===== src/rtl/reg_writeback_queue.sv =====
// reg_writeback_queue
//   Buffers register writebacks (dest reg, data) and retires them, one per
//   cycle, through a registered output stage that drives RegComp's single
//   write port. Lookup ports report whether a register still has a write in
//   flight (queued, or sitting in the output stage with RegWrite=1).
//
//   Optional feature macro: REG_WB_FWD_EN
//     defined   -> fwd_a/fwd_b ports exist and carry the youngest pending value
//     undefined -> only hit_a/hit_b are provided; the controller stalls on hit
//
//   Handshake: a push transfers on a rising edge where push_valid && push_ready.
//   The producer keeps push_reg/push_data stable while push_valid && !push_ready.
//   push_ready depends only on the queue occupancy (never on push_valid or on a
//   same-cycle retire), so a full queue refuses a push even while it drains.
//   A push to register 0 completes the handshake but is discarded.

module reg_writeback_queue #(
  parameter int DW    = 16,
  parameter int AW    = 4,
  parameter int DEPTH = 4
) (
  input  logic                       CLK,
  input  logic                       RST_N,
  input  logic                       push_valid,
  output logic                       push_ready,
  input  logic [AW-1:0]              push_reg,
  input  logic [DW-1:0]              push_data,
  input  logic                       wb_stall,
  output logic                       RegWrite,
  output logic [AW-1:0]              wr_reg,
  output logic [DW-1:0]              writedata,
  input  logic [AW-1:0]              look_a,
  input  logic [AW-1:0]              look_b,
  output logic                       hit_a,
  output logic                       hit_b,
`ifdef REG_WB_FWD_EN
  output logic [DW-1:0]              fwd_a,
  output logic [DW-1:0]              fwd_b,
`endif
  output logic [$clog2(DEPTH+1)-1:0] count
);

  localparam int PW = $clog2(DEPTH);
  localparam int CW = $clog2(DEPTH + 1);

  // Queue storage and bookkeeping
  logic [AW-1:0] mem_reg_q  [DEPTH];
  logic [DW-1:0] mem_data_q [DEPTH];
  logic [PW-1:0] wr_ptr_q, wr_ptr_d;
  logic [PW-1:0] rd_ptr_q, rd_ptr_d;
  logic [CW-1:0] count_q,  count_d;

  // Output stage towards RegComp
  logic          regwrite_q,  regwrite_d;
  logic [AW-1:0] wr_reg_q,    wr_reg_d;
  logic [DW-1:0] writedata_q, writedata_d;

  // Per-cycle control
  logic full;
  logic push_accept;
  logic pop;

  // Lookup over the output stage first, then queue entries oldest to
  // youngest, so the youngest match is the one that survives.
  function automatic logic lookup_hit(input logic [AW-1:0] r);
    logic h;
    h = 1'b0;
    if (r != '0) begin
      if (regwrite_q && (wr_reg_q == r)) h = 1'b1;
      for (int i = 0; i < DEPTH; i++) begin
        if ((CW'(i) < count_q) && (mem_reg_q[rd_ptr_q + PW'(i)] == r)) h = 1'b1;
      end
    end
    return h;
  endfunction

`ifdef REG_WB_FWD_EN
  function automatic logic [DW-1:0] lookup_data(input logic [AW-1:0] r);
    logic [DW-1:0] d;
    d = '0;
    if (r != '0) begin
      if (regwrite_q && (wr_reg_q == r)) d = writedata_q;
      for (int i = 0; i < DEPTH; i++) begin
        if ((CW'(i) < count_q) && (mem_reg_q[rd_ptr_q + PW'(i)] == r)) begin
          d = mem_data_q[rd_ptr_q + PW'(i)];
        end
      end
    end
    return d;
  endfunction
`endif

  // Handshake and retire decisions from the current occupancy only
  always_comb begin
    full        = (count_q == CW'(DEPTH));
    push_accept = push_valid && !full && (push_reg != '0);
    pop         = (count_q != '0) && !wb_stall;
  end

  // Next-state for pointers, occupancy and the output stage
  always_comb begin
    wr_ptr_d    = wr_ptr_q;
    rd_ptr_d    = rd_ptr_q;
    count_d     = count_q;
    regwrite_d  = 1'b0;
    wr_reg_d    = wr_reg_q;
    writedata_d = writedata_q;

    if (push_accept) begin
      wr_ptr_d = wr_ptr_q + PW'(1);
    end

    if (pop) begin
      rd_ptr_d    = rd_ptr_q + PW'(1);
      regwrite_d  = 1'b1;
      wr_reg_d    = mem_reg_q[rd_ptr_q];
      writedata_d = mem_data_q[rd_ptr_q];
    end

    unique case ({push_accept, pop})
      2'b10:   count_d = count_q + CW'(1);
      2'b01:   count_d = count_q - CW'(1);
      default: count_d = count_q;
    endcase
  end

  // Control and output-stage registers; reset discards everything in flight
  always_ff @(posedge CLK or negedge RST_N) begin
    if (!RST_N) begin
      wr_ptr_q    <= '0;
      rd_ptr_q    <= '0;
      count_q     <= '0;
      regwrite_q  <= 1'b0;
      wr_reg_q    <= '0;
      writedata_q <= '0;
    end else begin
      wr_ptr_q    <= wr_ptr_d;
      rd_ptr_q    <= rd_ptr_d;
      count_q     <= count_d;
      regwrite_q  <= regwrite_d;
      wr_reg_q    <= wr_reg_d;
      writedata_q <= writedata_d;
    end
  end

  // Entry storage: write the tail slot on an accepted push
  always_ff @(posedge CLK or negedge RST_N) begin
    if (!RST_N) begin
      for (int i = 0; i < DEPTH; i++) begin
        mem_reg_q[i]  <= '0;
        mem_data_q[i] <= '0;
      end
    end else if (push_accept) begin
      mem_reg_q[wr_ptr_q]  <= push_reg;
      mem_data_q[wr_ptr_q] <= push_data;
    end
  end

  // Output assignments and lookup results
  always_comb begin
    push_ready = !full;
    RegWrite   = regwrite_q;
    wr_reg     = wr_reg_q;
    writedata  = writedata_q;
    count      = count_q;
    hit_a      = lookup_hit(look_a);
    hit_b      = lookup_hit(look_b);
`ifdef REG_WB_FWD_EN
    fwd_a      = lookup_data(look_a);
    fwd_b      = lookup_data(look_b);
`endif
  end

  // Occupancy can never exceed the storage
  a_count_bound : assert property (@(posedge CLK) disable iff (!RST_N)
    count_q <= CW'(DEPTH));

endmodule


===== config.mk =====
export PLATFORM = sky130hd
export DESIGN_NAME = reg_writeback_queue
export DESIGN_NICKNAME = d
export VERILOG_FILES = /design/src/rtl/reg_writeback_queue.sv
export SDC_FILE = /design/constraint.sdc
export NUM_CORES = 1
export LEC_CHECK = 0
export ABC_AREA = 0
export CORE_ASPECT_RATIO = 0.5
export CORE_UTILIZATION = 57
export CTS_CLUSTER_SIZE = 25
export DETAILED_ROUTE_END_ITERATION = 12
export GPL_TIMING_DRIVEN = 0
export MAX_ROUTING_LAYER = met4
export PLACE_DENSITY_LB_ADDON = 0.1
export SLEW_MARGIN = 10
export SYNTH_ARGS = -nofsm -noshare
export SYNTH_HDL_FRONTEND = slang
export SYNTH_SLANG_ARGS = --single-unit

===== constraint.sdc =====
create_clock -name CLK -period 2.8 [get_ports CLK]
set_clock_uncertainty 0.1 [all_clocks]
set_input_delay 0.42 -clock CLK [delete_from_list [all_inputs] [get_ports CLK]]
set_output_delay 0.42 -clock CLK [all_outputs]
set_load 0.02 [all_outputs]

Yosys cells after proc, flatten, opt, wreduce, memory -nomap -nowiden
Index checks and enable logic that the tools add are counted.
W data, S select, Z words.
{"block": "word_totals", "register_bits": 108, "inputBits": 32, "output_inout_bits": 27, "elab_cells": 104}
{"block": "classes", "n_addsub": 6, "n_lt_le_gt_ge": 10, "eq_ne": 13, "mux": 35, "n_bitwise": 5, "n_reduce_logical": 21}
{"operator": "$bwmux W64", "count": 1}
{"operator": "$mux W16", "count": 3}
{"operator": "$eq A4 B4 Y1", "count": 10}
{"operator": "$mux W4", "count": 9}
{"operator": "$bmux W16 S2", "count": 1}
{"operator": "$bmux W4 S2", "count": 4}
{"operator": "$demux W16 S2", "count": 1}
{"operator": "$bwmux W16", "count": 1}
{"operator": "$ge A3 B3 Y1 const B", "count": 5}
{"operator": "$not A2 Y3", "count": 5}
{"operator": "$logic_and A1 B1 Y1", "count": 14}
{"operator": "$mux W1", "count": 13}
{"operator": "$reduce_bool A4 Y1", "count": 3}
{"operator": "$demux W4 S2", "count": 1}
{"operator": "$lt A1 B3 Y1 const A", "count": 2}
{"operator": "$lt A2 B3 Y1 const A", "count": 2}
{"operator": "$pmux W3 S2", "count": 1}
{"operator": "$add A2 B1 Y2 const B", "count": 2}
{"operator": "$add A2 B2 Y2 const B", "count": 2}
{"operator": "$add A3 B1 Y3 const B", "count": 1}
{"operator": "$eq A3 B3 Y1 const B", "count": 1}
{"operator": "$lt A3 B1 Y1 const B", "count": 1}
{"operator": "$reduce_bool A3 Y1", "count": 1}
{"operator": "$sub A3 B1 Y3 const B", "count": 1}
{"operator": "4 further kinds", "count": 5}

Longest topological paths before layout
Gate-level depths: netlist (run 1).
{"block": "depth", "ltp_word": 11, "depth_mapped": 10, "ltp_nobuf": 10}

Least setup slack after synthesis (run 1)
No wires, ideal clock.
{"block": "synth_timing", "path_type": "register -> output", "from": "register rd_ptr_q[0]", "to": "output hit_b", "arrival_time_ns": 1.977, "required_ns": 2.280, "setup_slack_ns": 0.303, "path_stages_with_launch": 8, "path_buffers": 2, "cell_sequence": "dfrtp_1 > buf_6 > buf_8 > mux4_2 > xor2_1 > nor3_1 > nand3_1 > a31oi_1"}
{"block": "synth_between", "elab_chain_len": 11}
{"item": "start, declared", "line": "50", "rtl": "logic [PW-1:0] rd_ptr_q, rd_ptr_d;"}
{"item": "start signal, assigned", "line": "138", "rtl": "rd_ptr_q <= rd_ptr_d;"}
{"item": "$add A2 B1 Y2 or $not A2 Y3 (tied branches)", "line": "71", "rtl": "if ((CW'(i) < count_q) && (mem_reg_q[rd_ptr_q + PW'(i)] == r)) h = 1'b1;"}
{"item": "$not A2 Y3 (implied by the code) or $bmux W4 S2 (tied branches)", "line": "71"}
{"item": "$bmux W4 S2 or $mux W4 (tied branches)", "line": "71"}
{"item": "$mux W4 (implied by the code)", "line": "71"}
{"item": "$mux W4 (implied by the code) or $eq A4 B4 Y1 (tied branches)", "line": "71"}
{"item": "$eq A4 B4 Y1 or $logic_and A1 B1 Y1 (tied branches)", "line": "71"}
{"item": "$logic_and A1 B1 Y1 or $mux W1 (tied branches)", "line": "71"}
{"item": "$mux W1 (2 in a row)", "line": "71"}
{"item": "$mux W1 (*)", "line": "71"}
{"item": "$mux W1 (*)", "line": "68", "rtl": "if (r != '0) begin"}
{"item": "end, declared", "line": "35", "rtl": "output logic hit_b,"}
Mark *: on every way between the ends. The rest lies on a longest branch, timed or not. The select of a mux whose other input is x is not followed.

Worst setup path after layout (run 1)
{"block": "layout_timing", "from": "register rd_ptr_q[0]", "to": "output hit_a"}
{"block": "layout_between", "elab_chain_len": 11}
{"item": "$add A2 B1 Y2 or $not A2 Y3 (tied branches)", "line": "71"}
{"item": "$not A2 Y3 (implied by the code) or $bmux W4 S2 (tied branches)", "line": "71"}
{"item": "$bmux W4 S2 or $mux W4 (tied branches)", "line": "71"}
{"item": "$mux W4 (implied by the code)", "line": "71"}
{"item": "$mux W4 (implied by the code) or $eq A4 B4 Y1 (tied branches)", "line": "71"}
{"item": "$eq A4 B4 Y1 or $logic_and A1 B1 Y1 (tied branches)", "line": "71"}
{"item": "$logic_and A1 B1 Y1 or $mux W1 (tied branches)", "line": "71"}
{"item": "$mux W1 (2 in a row)", "line": "71"}
{"item": "$mux W1 (*)", "line": "71"}
{"item": "$mux W1 (*)", "line": "68"}
{"item": "end, declared", "line": "34", "rtl": "output logic hit_a,"}
Marks and branches as above.

==> summary.txt, run 1 <==
Timing
  – WHS: -17.04 ps
  – Finish-stage setup viols: 2
  – Worst slew margin: 0.4624
  – RSZ-0062 raised after global routing: yes
  – Final setup margin: -49.77 ps
  – Fin crit period: 2850 ps
  – Final hold vios: 8
  – Fin crit share: 1.018
  – Fin. max-slew vios: 0
  – Actual slew at the worst max-slew pin: 806.3 ps
  – Maximum clock frequency: 350.9 MHz

Synthesis
  – Post-synthesis sequential area ratio: 0.4916
  – Area of the mapped netlist: 0.005498 sq mm
  – Avg Cell Area, Syn: 14.51 sq um
  – Syn Inst Count: 379
  – YS warnings: 0
  – Synth Register Bits: 108
  – Synth Net Count: 420
  – Synth unique cells: 31

Min path
  – Worst hold path type: primary input to asynchronous set/reset pin

Clocking
  – Worst-path clk slew: approximately 70 ps
  – H-tree levels: 3
  – Total CTS buffers: 9
  – Root buf cell: clkbuf_16
  – TritonCTS clock tree: yes
  – CTS sink cnt: 108
  – CTS Hold Bufs: 0
  – Clk_lat worst skew: 340 ps
  – Clock buffer depth: 2

Place
  – Port Buf Inserts: 50
  – GPL Wtd Cong: 0.8843
  – Post-DP HPWL: ~8000 microns

Cells and area
  – Final core occ: 0.7259
  – Synth-to-layout area growth: 19.34%
  – Max reg flops: 64
  – Reg area: 0.002703 sq mm
  – Share of cells above drive strength 1: 0.3907
  – Multi-input logic area: 0.002651 sq mm
  – Reg with most FFs: mem_data_q
  – Fillers: 611
  – Final net count: 489
  – ANT cells: 0

Global routing
  – Global Route Usage Sum: 0.2613
  – Grt ovf: 0
  – Initial antenna violation count: 0
  – Vias in the first global route: between 3,000 and 4,000
  – First-pass GRT wire length: around 19,000 microns
  – Largest net degree at the start of global routing: 60

Floorplanning
  – Die X: 140.9 microns
  – Die ar.: 0.01007 sq mm
  – Area of the core: 0.009039 sq mm
  – Die height: 71.45 microns
  – Ports: 59
  – Num rows: 24
  – Starting density of the core: 0.6083

Power and ir drop
  – Cell-internal power: 5.617 mW
  – Pwr dens: 1317 mW/mm^2
  – Part of the power in combinational logic: 0.516
  – Seq pwr share: 0.338
  – Total power: between 8 and 9 mW
  – Switching pwr: ~3 mW
  – VDD IR max: 605.2 uV
  – Sw Share: 0.3498
  – Clock power share: 0.146
  – Static leakage: 2.721 nW

Detailed routing
  – Antenna Nets Post-Route: 0
  – Initial drt markers: approximately 120
  – Vias per Instance: 5.758
  – Via count: 3,357
  – Drt pass-1 iters: 4
  – Final WL: 11,380 microns
  – Remaining DRCs: 0
  – Routed WL per cell: 19.52 microns

Worst setup path
  – CP max-delay cell: mux4_2
  – CP Cell Sequence: buf_6 > buf_8 > mux4_2 > xor2_1 > nor3_1 > nand3_1 > a31oi_1 > buf_4
  – Worst r2r dst: count[2]
  – Largest fanout on the critical path: 8
  – CP max stage delay: 550 ps
  – Critical Path End Type: output pin
  – CP bufs+invs: 3
  – CP top delay family: multiplexers
  – R2R Setup Slk: around 220 ps
  – CP startpoint kind: register
  – Crit path DAT: 2330 ps
  – R2r worst-path depth: 8
  – R2R Path Start: count[0]
  – Critical path class: register to output pin
  – Worst endpoint required time: ~2300 ps

Status
  – Outcome: complete, but fails checks
  – Violated checks: negative hold slack, negative setup slack

Flow run
  – Max-cap violations: 0
stage by stage:
| step | setup TNS [ps] | setup WS, ps | cell area [sq um] | cells |
|---|---|---|---|---|
| after floorplan | 0 | 303.0 | 5498 | 379 |
| after global placement | -264930 | -2453 | 6161 | 559 |
| after detailed placement | -602.8 | -320.7 | 6186 | 560 |
| after CTS | -127.7 | -70.08 | 6541 | 582 |
| after global routing | -381.4 | -191.9 | 6561 | 583 |
| final | -87.91 | -49.77 | 6561 | 583 |
cells by family after synthesis:
kind of cell,after synthesis,synth area share
AO/OA/AOI/OAI,9,0.009102
XOR/XNOR,48,0.07647
adder cells (fa/ha/maj),9,0.02048
buffers and inverters,32,0.02913
flip-flops,108,0.4916
multiplexers,135,0.3384
AND/OR/NAND/NOR,38,0.03482
synthesized netlist by cell type:
master | count | share of area
a31oi_1 | 2 | 0.0023
nand3_1 | 8 | 0.0073
mux2i_1 | 3 | 0.0055
mux4_1 | 1 | 0.0048
nand2_1 | 10 | 0.0068
mux4_2 | 29 | 0.12
o22ai_1 | 2 | 0.0023
buf_6 | 1 | 0.0020
nor3_1 | 8 | 0.0073
inv_1 | 6 | 0.0041
buf_4 | 1 | 0.0014
a21oi_1 | 3 | 0.0027
buf_1 | 3 | 0.0020
ha_1 | 9 | 0.020
and3b_1 | 1 | 0.0016
and3_1 | 1 | 0.0011
nand2b_1 | 1 | 0.0011
o21ai_0 | 2 | 0.0018
buf_8 | 1 | 0.0027
nor2_1 | 3 | 0.0020
clkbuf_1 | 6 | 0.0041
dfrtp_1 | 108 | 0.49
nand4_1 | 2 | 0.0023
nor4_1 | 3 | 0.0034
buf_2 | 14 | 0.013
mux2i_2 | 1 | 0.0025
mux2_2 | 100 | 0.20
xnor2_1 | 28 | 0.045
xor2_1 | 20 | 0.032
nor3_2 | 1 | 0.0018
mux2_1 | 1 | 0.0020
worst max-delay path by stage:
stage,startpoint,endpoint,slack (ps),cells after the start
finish,rd_ptr_q[0],hit_a,-50,8
global route,rd_ptr_q[0],hit_a,-190,8
CTS,rd_ptr_q[0],hit_a,-70,8
detailed placement,rd_ptr_q[1],hit_b,-320,8
global placement,RST_N,wr_reg[0],-2450,1
floorplan,rd_ptr_q[0],hit_b,300,7
power by group through the flow:
stage                     Clock [mW]  Sequential (mW)  Combinational, mW
after floorplan                    0             2.97               3.03
after global routing            1.35             3.02               4.79
final                           1.27             2.92               4.46
after detailed placement           0             2.94               4.33
after CTS                       1.29             2.91               4.45
after global placement             0             2.84               4.20
cell usage in the layout, fill, tap and decap left out, types with 3 or more instances in the layout:
cell type,instances
buf_4,11
a21oi_1,3
mux4_2,29
nor3_1,7
nor2_1,3
inv_1,6
clkbuf_1,7
xnor2_1,27
buf_2,12
clkbuf_16,9
clkdlybuf4s50_1,47
xor2_1,20
nor4_1,3
buf_1,3
mux2_2,100
ha_1,9
nand2_1,10
buf_6,3
nand3_1,8
dfrtp_1,108
metal layers:
metal  vias up  GRT usage  share of wire
met5         -          -              0
met4         0    0.06159          0.010
met3        11    0.05749          0.048
met2        85     0.4406           0.50
met1      1742     0.3286           0.44
li1       1519          -              -
layout make-up:
class / instances / share of cell area
clock inverters: 6 / 0.01068
well taps: 130 / 0.02479
plain buffers: 26 / 0.02231
clock buffers: 10 / 0.03490
repair buffers: 58 / 0.08791
multi-input cells: 239 / 0.4041
inverters: 6 / 0.003432
flip-flops and latches: 108 / 0.4119
timing repair:
item / 4_1_cts / 5_1_grt
setup buffers: 6 / 1
gates resized for setup: 17 / 2
cloned: 0 / 0
pin swaps: 4 / 4
endpoints found under the setup margin: 2 / 2
Note: power is estimated with default switching activity, not from simulation.
==> run 2, diff against run 1 <==
--- a/config.mk
+++ b/config.mk
@@ -8,11 +8,12 @@
 export ABC_AREA = 0
 export CORE_ASPECT_RATIO = 0.5
 export CORE_UTILIZATION = 57
+export CTS_CLUSTER_DIAMETER = 30
 export CTS_CLUSTER_SIZE = 25
 export DETAILED_ROUTE_END_ITERATION = 12
 export GPL_TIMING_DRIVEN = 0
 export MAX_ROUTING_LAYER = met4
-export PLACE_DENSITY_LB_ADDON = 0.1
+export PLACE_DENSITY = 0.8
 export SLEW_MARGIN = 10
 export SYNTH_ARGS = -nofsm -noshare
 export SYNTH_HDL_FRONTEND = slang
==> summary.txt, run 2 (same netlist as run 1, synthesis figures left out) <==
Timing
  – Final setup margin: -85.43 ps (-35.67 ps)
  – Fin crit period: 2885 ps (+35.67 ps)
  – Fin. max-slew vios: 0 (unchanged)
  – Fin crit share: 1.031 (+0.01274)
  – Actual slew at the worst max-slew pin: 785.1 ps (-21.20 ps)
  – Final hold vios: 0 (-8)
  – Maximum clock frequency: 346.6 MHz (-1.2%)
  – Worst slew margin: 0.4766 (+0.01413)
  – Finish-stage setup viols: 2 (unchanged)
  – RSZ-0062 raised after global routing: yes

Cells and area
  – Max reg flops: 64 (unchanged)
  – Final net count: 488 (-0.20%)
  – Final core occ: 0.7303 (+0.004429)
  – Synth-to-layout area growth: 20.07%
  – ANT cells: 0 (unchanged)
  – Reg with most FFs: mem_data_q
  – Share of cells above drive strength 1: 0.3938 (+0.003077)
  – Most common cell after layout, fill and taps aside: dfrtp_1
  – Reg area: 0.002703 sq mm (unchanged)
  – Most frequent cells in the layout: 108 x dfrtp_1, 100 x mux2_2, 47 x clkdlybuf4s50_1
  – Multi-input logic area: 0.002664 sq mm (+0.47%)
  – Fillers: 582 (-4.7%)

Floorplanning
  – Die ar.: 0.01007 sq mm (unchanged)
  – Num rows: 24 (unchanged)
  – Ports: 59 (unchanged)
  – Die X: 140.9 microns (unchanged)
  – Starting density of the core: 0.6083 (unchanged)
  – Area of the core: 0.009039 sq mm (unchanged)
  – Die height: 71.45 microns (unchanged)

Worst setup path
  – Worst endpoint required time: 2280 ps (about the same)
  – Crit path DAT: 2370 ps (+40 ps)
  – Critical path class: register to output pin
  – R2r worst-path depth: 5 (-3)
  – Largest fanout on the critical path: 8 (unchanged)
  – Critical path origin: rd_ptr_q[0]
  – R2R Path Start: count[0]
  – Worst r2r dst: writedata[5]
  – Critical Path End Type: output pin
  – R2R Setup Slk: 320 ps (+100 ps)
  – CP startpoint kind: register

Clocking
  – CTS Hold Bufs: 0 (unchanged)
  – Total CTS buffers: 9 (unchanged)
  – Clock buffer depth: 2 (unchanged)
  – H-tree levels: 3 (unchanged)
  – Worst-path clk slew: 70 ps (about the same)
  – CTS sink cnt: 108 (unchanged)
  – Clk_lat worst skew: 340 ps (about the same)
  – TritonCTS clock tree: yes
  – Root buf cell: clkbuf_16

Global routing
  – Grt ovf: 0 (unchanged)
  – Initial antenna violation count: 0 (unchanged)
  – Largest net degree at the start of global routing: 58 (-3.3%)
  – First-pass GRT wire length: 19,070 microns (+0.58%)
  – Vias in the first global route: 3,694 (+1.6%)
  – Global Route Usage Sum: 0.2601 (-0.001221)

Power and ir drop
  – Cell-internal power: 5.765 mW (+2.6%)
  – Switching pwr: 2.975 mW (-1.6%)
  – VDD IR max: 607.9 uV (+0.45%)
  – Part of the power in combinational logic: 0.508 (-0.008)
  – Sw Share: 0.3403 (-0.009472)
  – Static leakage: 2.739 nW (+0.66%)
  – Pwr dens: 1324 mW/mm^2 (+0.55%)
  – Seq pwr share: 0.334 (-0.004)
  – Clock power share: 0.158 (+0.012)

Place
  – Port Buf Inserts: 50 (unchanged)
  – Post-Place Worst Slack: -286.4 ps (+34.25 ps)
  – Post-DP HPWL: 8075 microns (+0.41%)
  – GPL Wtd Cong: 0.9963 (+13%)

Status
  – Violated checks: negative setup slack
  – Outcome: complete, but fails checks

Detailed routing
  – Initial drt markers: 127 (+5.0%)
  – Remaining DRCs: 0 (unchanged)
  – Final WL: 11,430 microns (+0.39%)
  – Via count: 3,396 (+1.2%)
  – Vias per Instance: 5.835 (+1.3%)
  – Routed WL per cell: 19.63 microns (+0.56%)
  – Antenna Nets Post-Route: 0 (unchanged)
  – Drt pass-1 iters: 4 (unchanged)

Min path
  – Worst hold path type: primary input to asynchronous set/reset pin

Flow run
  – Max-cap violations: 0 (unchanged)
[run 2: cell types whose count changed in the layout (fill, tap and decap cells not counted), sizes merged]
cell and delta:
clkbuf +4, clkinv -3, buf -2, inv -2, bufinv +1, clkinvlp +1
[run 2: area by class of cell]
cell class | instances | area share
sequential | 108 | 0.4094
multi-input combinational | 239 | 0.4035
timing repair buffer | 57 | 0.08529
clock buffer | 13 | 0.04094
tap | 130 | 0.02464
buffer | 26 | 0.02256
clock inverter | 3 | 0.01024
inverter | 6 | 0.003412
[run 2: repair_timing]
action                                  in CTS  in global routing
gates resized for setup                     15                  5
buffers inserted                             6                  0
endpoints found under the setup margin       2                 13
pin swaps                                    7                  6
[run 2: power by group through the flow]
stage                     combinational, mW  sequential, mW  clock (mW)
after floorplan                        3.03            2.97           0
after global placement                 4.15            2.83           0
after detailed placement               4.29            2.94           0
after CTS                              4.42            2.91        1.41
after global routing                   4.77            3.02        1.47
final                                  4.44            2.92        1.38
[run 2: worst max-delay path by stage]
stage | end | slack, ps | cells past startpoint
6_report | hit_a | -90 | 8
3_3_place_gp | mem_reg_q[11] | -2400 | 1
5_1_grt | hit_a | -150 | 8
4_1_cts | hit_b | -100 | 8
3_5_place_dp | hit_b | -290 | 8
2_1_floorplan | hit_b | 300 | 7
[run 2: stage by stage]
stage	power [mW]	cell area (sq um)	std cells	setup TNS [ps]	hold WS, ps
detailed placement	7.231	6186	560	-561.9	391.9
finish	8.740	6601	582	-146.4	35.89
global placement	6.988	6161	559	-258570	380.7
CTS	8.739	6580	582	-171.6	48.32
floorplan	6.003	5498	379	0	24.41
global route	9.257	6601	582	-296.8	85.59
[run 2: worst max-delay path, stage by stage, from the launching register on]
cell     delay, ps
dfrtp_1        350
buf_6          170
mux4_2         560
xnor2_2        180
nand3_1        120
nor3_2         120
and3b_1        200
a31oi_1        180
buf_4          170
[run 2: metal layers]
layer | global-route usage | up-vias | wire, microns
met5 | - | - | 0
met4 | 0.07005 | 0 | 144
met2 | 0.4472 | 52 | 5866
li1 | - | 1512 | -
met1 | 0.3243 | 1815 | 5153
met3 | 0.04612 | 17 | 263
